--- config.mk ---
export PLATFORM = sky130hd
export DESIGN_NAME = kendall_stream
export DESIGN_NICKNAME = d
export VERILOG_FILES = /design/src/rtl/kendall_stream.sv
export SDC_FILE = /design/constraint.sdc
export NUM_CORES = 1
export LEC_CHECK = 0
export BUFFER_PORTS_ARGS = -buffer_cell sky130_fd_sc_hd__buf_2
export CAP_MARGIN = 20
export CELL_PAD_IN_SITES_DETAIL_PLACEMENT = 1
export CELL_PAD_IN_SITES_GLOBAL_PLACEMENT = 1
export CORE_MARGIN = 5
export CORE_UTILIZATION = 48
export CTS_CLUSTER_DIAMETER = 200
export DETAILED_ROUTE_END_ITERATION = 6
export GPL_ROUTABILITY_DRIVEN = 0
export PLACE_DENSITY_LB_ADDON = 0.1
export SYNTH_ARGS = -nofsm -noshare
export SYNTH_HDL_FRONTEND = slang
export SYNTH_SLANG_ARGS = --single-unit
--- constraint.sdc ---
create_clock -name clk -period 4.3 [get_ports clk]
set_clock_uncertainty 0.1 [all_clocks]
set_input_delay 0.645 -clock clk [delete_from_list [all_inputs] [get_ports clk]]
set_output_delay 0.645 -clock clk [all_outputs]
set_load 0.05 [all_outputs]
--- src/rtl/kendall_stream.sv ---
// Streaming Kendall-rank front end: buffers four (x, y) samples, scores the six pairs serially
// and returns the concordant count and C-D. Optional overlap mode: KENDALL_SLIDING_WINDOW_EN.
module kendall_stream #(
  parameter int W = 4
) (
  input  logic         clk,
  input  logic         rst_n,
  input  logic         in_valid,
  output logic         in_ready,
  input  logic [W-1:0] in_x,
  input  logic [W-1:0] in_y,
  output logic         out_valid,
  input  logic         out_ready,
  output logic [2:0]   out_conc,
  output logic [3:0]   out_tau
);

  typedef enum logic [1:0] {
    S_LOAD = 2'd0,
    S_CALC = 2'd1,
    S_OUT  = 2'd2
  } state_e;

  state_e       state_q;
  logic [2:0]   cnt_q;
  logic [2:0]   p_q;
  logic [2:0]   acc_q;
  logic [W-1:0] sx_q [4];
  logic [W-1:0] sy_q [4];
  logic         out_valid_q;
  logic [2:0]   out_conc_q;
  logic [3:0]   out_tau_q;

  logic [1:0]   idx_i;
  logic [1:0]   idx_j;
  logic         pair_conc;
  logic [2:0]   acc_d;
  logic [3:0]   tau_d;

  // Pair order (0,1) (0,2) (0,3) (1,2) (1,3) (2,3) indexed by p_q.
  always_comb begin
    idx_i = 2'd0;
    idx_j = 2'd1;
    case (p_q)
      3'd0:    begin idx_i = 2'd0; idx_j = 2'd1; end
      3'd1:    begin idx_i = 2'd0; idx_j = 2'd2; end
      3'd2:    begin idx_i = 2'd0; idx_j = 2'd3; end
      3'd3:    begin idx_i = 2'd1; idx_j = 2'd2; end
      3'd4:    begin idx_i = 2'd1; idx_j = 2'd3; end
      default: begin idx_i = 2'd2; idx_j = 2'd3; end
    endcase
  end

  // Ties count as "not less" on both axes, so equal-on-both pairs are concordant.
  assign pair_conc = ((sx_q[idx_i] < sx_q[idx_j]) == (sy_q[idx_i] < sy_q[idx_j]));
  assign acc_d     = acc_q + {2'b00, pair_conc};
  assign tau_d     = {acc_d, 1'b0} - 4'd6;

  assign in_ready  = (state_q == S_LOAD);
  assign out_valid = out_valid_q;
  assign out_conc  = out_conc_q;
  assign out_tau   = out_tau_q;

  // NOTE: all state here uses non-blocking assignments so every register samples
  // pre-edge values; blocking would make the window shift order-dependent.
  always_ff @(posedge clk or negedge rst_n) begin
    if (!rst_n) begin
      state_q     <= S_LOAD;
      cnt_q       <= 3'd0;
      p_q         <= 3'd0;
      acc_q       <= 3'd0;
      out_valid_q <= 1'b0;
      out_conc_q  <= 3'd0;
      out_tau_q   <= 4'd0;
      // NOTE: the sample buffer is only four entries and its reset value is defined
      // behaviour, so it is reset here rather than left to power-up contents.
      for (int k = 0; k < 4; k++) begin
        sx_q[k] <= '0;
        sy_q[k] <= '0;
      end
    end else begin
      case (state_q)
        S_LOAD: begin
          if (in_valid) begin
`ifdef KENDALL_SLIDING_WINDOW_EN
            if (cnt_q == 3'd4) begin
              sx_q[0] <= sx_q[1];
              sy_q[0] <= sy_q[1];
              sx_q[1] <= sx_q[2];
              sy_q[1] <= sy_q[2];
              sx_q[2] <= sx_q[3];
              sy_q[2] <= sy_q[3];
              sx_q[3] <= in_x;
              sy_q[3] <= in_y;
            end else begin
              sx_q[cnt_q[1:0]] <= in_x;
              sy_q[cnt_q[1:0]] <= in_y;
              cnt_q            <= cnt_q + 3'd1;
            end
`else
            sx_q[cnt_q[1:0]] <= in_x;
            sy_q[cnt_q[1:0]] <= in_y;
            cnt_q            <= cnt_q + 3'd1;
`endif
            if (cnt_q >= 3'd3) begin
              state_q <= S_CALC;
              p_q     <= 3'd0;
              acc_q   <= 3'd0;
            end
          end
        end

        S_CALC: begin
          acc_q <= acc_d;
          if (p_q == 3'd5) begin
            state_q     <= S_OUT;
            p_q         <= 3'd0;
            out_valid_q <= 1'b1;
            out_conc_q  <= acc_d;
            out_tau_q   <= tau_d;
          end else begin
            p_q <= p_q + 3'd1;
          end
        end

        S_OUT: begin
          if (out_ready) begin
            state_q     <= S_LOAD;
            out_valid_q <= 1'b0;
`ifdef KENDALL_SLIDING_WINDOW_EN
            cnt_q       <= 3'd4;
`else
            cnt_q       <= 3'd0;
`endif
          end
        end

        default: begin
          state_q <= S_LOAD;
        end
      endcase
    end
  end

endmodule

**Yosys cells after proc, flatten, opt, wreduce, memory -nomap -nowiden**

Index checks and enable logic that the tools add are counted.

- Bits in registers: 51
- Bits of input ports: 12
- Output and inout port bits: 9
- Word-level logic and storage cells: 90

- Add/sub/neg operators: 4
- $lt $le $gt $ge: 7
- Equality and inequality tests: 12
- Muxes and demuxes: 34
- Bitwise logic cells: 3
- Reductions and logical operators: 15

Operators by type and width:

| operator | count |
|---|---|
| two-way mux 4 bit | 9 |
| binary-select mux 4 bit (select 2 bit) | 4 |
| bitwise mux 16 bit | 2 |
| one-hot mux 3 bit (2 select lines) | 3 |
| two-way mux 3 bit | 5 |
| greater-or-equal comparator 3 bit (second input constant) | 3 |
| inverter 2 -> 3 bit | 3 |
| AND reduction 3 bit | 3 |
| demux 4 bit (select 2 bit) | 1 |
| less-than comparator 4 bit | 2 |
| two-way mux 2 bit | 4 |
| one-hot mux 2 bit (2 select lines) | 2 |
| adder 3 x 1 -> 3 bit (second input constant) | 2 |
| == test 3 x 2 -> 1 bit (second input constant) | 2 |
| == test 3 bit (second input constant) | 2 |
| inequality test 2 bit (second input constant) | 3 |
| one-hot mux 2 bit (3 select lines) | 1 |
| nonzero test 2 bit | 3 |
| AND reduction 2 bit | 2 |
| AND reduction 4 bit | 1 |
| OR reduction 2 bit | 2 |
| subtractor 4 x 3 -> 4 bit (second input constant) | 1 |
| adder 3 x 1 -> 3 bit | 1 |
| == test 3 x 1 -> 1 bit (second input constant) | 1 |
| 12 further kinds | 13 |

**Logic depth before layout (Yosys ltp)**

- Depth after elaboration: 11
- Mapped depth: 20
- Gate-level depth less buffers: 18

**Worst setup path before layout**

OpenSTA, ideal clock, no wires.

- Kind: register to register
- Start: reg p_q[2]
- End: reg out_tau_q[2] (netlist: out_tau[2])
- Setup time: 0.128 ns
- Data arrival time: 3.667 ns
- Data required time: 4.072 ns
- Setup slack: 0.405 ns
- Cell stages (with the launch flop): 19
- Path buffers: 3
- Period minus slack after synthesis: 3.895 ns
- Cell sequence: dfrtp_1 -> buf_4 -> inv_2 -> buf_1 -> ha_1 -> buf_4 -> mux2i_4 -> mux2i_1 -> nor2_1 -> a21oi_1 -> ha_1 -> a211o_1 -> a31oi_1 -> a41oi_1 -> xor2_1 -> ha_1 -> ha_1 -> ha_1 -> mux2_1

- Word-level cells in the longest chain between the ends: 11
- Elaborated cells on any way between the ends: 31
- Classes of those cells: add/sub: 2; order compare: 2; eq/ne: 6; mux: 14; bitwise: 2; reduce/logical: 5

Ends and longest elaborated chain:

| what | line | text |
|---|---|---|
| start, declared | 26 | `logic [2:0] p_q;` |
| start signal, assigned | 122 | `p_q <= p_q + 3'd1;` |
| == test 3 x 1 -> 1 bit, or another cell as far along | 44 | `case (p_q)` |
| OR reduction 3 bit (no line) or OR reduction 2 bit (tied branches) | -- |  |
| one-hot mux 2 bit (2 select lines) | 44 |  |
| inverter 2 -> 3 bit (implied by the code) | 55 | `assign pair_conc = ((sx_q[idx_i] < sx_q[idx_j]) == (sy_q[idx_i] < sy_q[idx_j]));` |
| binary-select mux 4 bit (select 2 bit) | 55 |  |
| two-way mux 4 bit (implied by the code) (2 in a row) | 55 |  |
| less-than comparator 4 bit | 55 |  |
| == test 1 bit (*) | 55 |  |
| adder 3 x 1 -> 3 bit (*) | 56 | `assign acc_d = acc_q + {2'b00, pair_conc};` |
| named net acc_d[1] | 37 | `logic [2:0] acc_d;` |
| subtractor 4 x 3 -> 4 bit (*) | 57 | `assign tau_d = {acc_d, 1'b0} - 4'd6;` |
| named net tau_d[2] | 38 | `logic [3:0] tau_d;` |
| end signal, assigned | 120 | `out_tau_q <= tau_d;` |
| end, declared | 32 | `logic [3:0] out_tau_q;` |

Mark *: on every way through the listed nets, which the timed path passes. The rest lies on a longest branch. The select of a mux whose other input is x is not followed.
A chain may end at the register's enable or synchronous reset.

**Final worst setup path**

- Start: reg p_q[1]
- End: reg out_tau_q[2] (netlist: out_tau[2])

Same word-level chain as after synthesis.

==> results.cfg <==
[cells_and_area]
drive_above_1_share_pct = 20.0
diodes = 0
fill_cells = 631
nets = 306
area_delta_synth_final_pct = 8.66

[clocking]
cts_hold_buf = 0
post-cts-setup-buffers = 0
cts_buffer_depth = 2
clkTransAtPathRegs_ns = 0.09
tritoncts = done
root_buffer = clkbuf_8
post_cts_resize_count = 0
clock-sinks = 50
cts-htree-levels = 2
cts_buffers = 5
clkLatencyLatePin_ns = 0.30

[grt]
antenna_found_initial = 0
grt_max_degree = 51
grt_overflow = 0
grt_pass1_vias = 2130
grt_use_total_pct = 18.6
grt_pass1_wl_um = 11100

[sta]
finalMaxSlewViolations = 0
setup_viol = 0
fin_crit_sh_pct = 92.6
fmaxAchievable_ghz = 0.251
slew-limit-headroom_pct = 57.4
worst_slack_ns = 0.319
finalSetupTns_ns = 0
hold_viol = 0
tightest_slew_ns = 0.639
rsz0062_at_grt = false
min_period_ns = 3.98

[floorplanning]
die_h_um = 87.2
die-area_um2 = 7600
core_area_um2 = 5850
die_x_um = 87.2
start_util_pct = 48.9
num_io_pins = 21
fp-row-count = 28

[routing]
drtPass1Iterations = 4
routed_wl_um = 6210
via_per_inst = 5.74
drtAntennaViolNets = 0
vias = 2036
post_drt_wl_per_cell_um = 17.5
drt_iter0_markers = 69
drc = 0

[critical_path]
regToRegSetupSlack_ns = 0.32
critPathMaxFanout = 9
crit_required_ns = 4.39
crit_type = reg2reg
setup.worst_path.end = out_tau[2]$_DFFE_PN0P_
critPathCaptureType = flip-flop
crit_arrival_ns = 4.07
start_kind = flip-flop
r2r_end = out_tau[2]$_DFFE_PN0P_
ff2ff_path_depth = 16
crit_start = p_q[1]$_DFFE_PN0P_
r2r_start = p_q[1]$_DFFE_PN0P_

[job]
drv_cap = 0

[power]
power_leakage_nw = 1.43
vdd.ir_drop.worst_v = 0.000396
power_density_nw_per_um2 = 923

[synthesis]
synthesis.area_um2 = 2860
syn_nets = 288
netlist_instances = 261
netlist-cell-type-count = 47
yosys_warnings = 0
ys_ff_latch = 50
synth-main-ff-cell = dfrtp_1
synth-async-reset-ratio_pct = 100
synth-edff-count = 0
synth-seq-area-share_pct = 43.7
postSynthAreaPerCell_um2 = 11.0

[place]
place_ws_ns = 0.315
io_buffers = 19
hpwl_um = 4540

[outcome]
status = finished clean

[worst_hold_path]
hp-class = in2async
==> stage by stage <==
stage,power (mW),hold WS (ns),std cells,cell area [µm²],util [%]
after floorplan,2.21,0.249,261,2860,-
after detailed placement,2.61,0.371,347,3020,51.6
after global routing,3.16,0.386,355,3110,53.1
after CTS,2.91,0.368,355,3110,53.1
after global placement,2.56,0.362,347,3020,51.6
final,2.87,0.338,355,3110,53.1
==> cells in the mapped netlist (2+ instances only) <==
cell type | n | area share [%]
nand2_1 | 14 | 1.8
o21ai_0 | 6 | 1.0
o22ai_1 | 4 | 0.87
o31ai_1 | 2 | 0.52
o22a_1 | 8 | 2.4
a41oi_1 | 2 | 0.61
nor3_1 | 2 | 0.35
mux2_1 | 27 | 11
a22oi_1 | 12 | 3.1
a21oi_1 | 14 | 2.4
mux2_2 | 9 | 3.5
nor2_2 | 2 | 0.44
nand3_1 | 9 | 1.6
buf_2 | 8 | 1.4
a21o_1 | 2 | 0.52
nor2b_1 | 3 | 0.66
o21ai_1 | 4 | 0.70
nand4_1 | 2 | 0.44
nand2b_1 | 2 | 0.44
a211oi_1 | 3 | 0.79
a22o_1 | 2 | 0.61
inv_1 | 6 | 0.79
mux2i_1 | 9 | 3.1
buf_4 | 4 | 1.0
xnor2_1 | 2 | 0.61
dfrtp_1 | 50 | 44
inv_2 | 3 | 0.39
clkbuf_1 | 2 | 0.26
and2_1 | 4 | 0.87
ha_1 | 15 | 6.6
nor2_1 | 13 | 1.7
==> registers in the layout, summed over array words and instances, names as in the netlist <==
register	flops
sx_q	16
sy_q	16
acc_q	3
cnt_q	3
out_conc	3
out_tau	3
p_q	3
state_q	2
out_valid	1
==> how the worst min path moves through the flow <==
stage	startpoint	cells past startpoint	end	slack, ns
detailed placement	out_conc[0]$_DFFE_PN0P_	1	out_conc[0]$_DFFE_PN0P_	0.37
floorplan	rst_n	0	acc_q[0]$_DFFE_PN0P_	0.25
finish	rst_n	2	out_conc[2]$_DFFE_PN0P_	0.34
CTS	rst_n	2	sx_q[0]$_DFFE_PN0P_	0.37
global placement	out_conc[0]$_DFFE_PN0P_	1	out_conc[0]$_DFFE_PN0P_	0.36
global route	rst_n	2	out_conc[2]$_DFFE_PN0P_	0.39
==> routing by layer <==
layer,wire length (µm),vias to the layer above,global-route usage [%]
met1,3140,1011,27.4
li1,-,996,-
met2,2840,25,28.2
met3,181,4,3.12
met5,0,-,0
met4,50,0,5.16
==> critical path: stages (launching register included) <==
cell	delay, ns
dfrtp_1	0.45
nand2_4	0.16
inv_1	0.06
ha_1	0.24
mux2i_4	0.32
mux2i_1	0.23
nor2_1	0.06
a21oi_1	0.13
ha_1	0.27
nand3_1	0.12
nor3_1	0.07
a2111oi_2	0.43
xor2_1	0.13
ha_1	0.20
ha_1	0.31
ha_1	0.30
mux2_1	0.29
==> logic make-up (layout without fill, tap and decap cells) <==
logic type                 after synthesis  in the layout  share of synthesized area [%]
DFF                                     50             50                           43.7
and+or+nand+nor                         55             55                           9.93
other                                    1              1                          0.131
xor gates and xnor gates                 3              3                          0.919
muxes                                   46             46                           18.1
buffers and inverters                   25             44                           4.42
adders and majority gates               15             15                           6.56
AOI/OAI and AO/OA                       66             66                           16.2
==> final cells by class <==
| class | count | area [µm²] | area share, % |
|---|---|---|---|
| Tap cell | 75 | 93.8 | 3.02 |
| Sequential cell | 50 | 1250 | 40.3 |
| Clock inverter | 1 | 5.00 | 0.161 |
| Multi-Input combinational cell | 186 | 1480 | 47.7 |
| Inverter | 9 | 33.8 | 1.09 |
| Clock buffer | 7 | 86.3 | 2.78 |
| Timing Repair Buffer | 27 | 155 | 4.99 |
==> where the power goes <==
| group | switching [mW] | internal, mW |
|---|---|---|
| Combinational | 0.929 | 0.759 |
| Clock | 0.153 | 0.130 |
| Sequential | 0.203 | 0.696 |
==> cell usage in the layout, fill, tap and decap left out, types with 8 or more instances in the layout <==
cell / netlist / routed
ha_1: 15 / 15
nand2_1: 14 / 14
mux2i_1: 9 / 9
buf_4: 4 / 8
nand3_1: 9 / 9
mux2_2: 9 / 9
mux2_1: 27 / 27
dfrtp_1: 50 / 50
nor2_1: 13 / 13
a22oi_1: 12 / 12
a21oi_1: 14 / 14
buf_2: 8 / 19
o22a_1: 8 / 8
(Power assumes the default switching activity.)
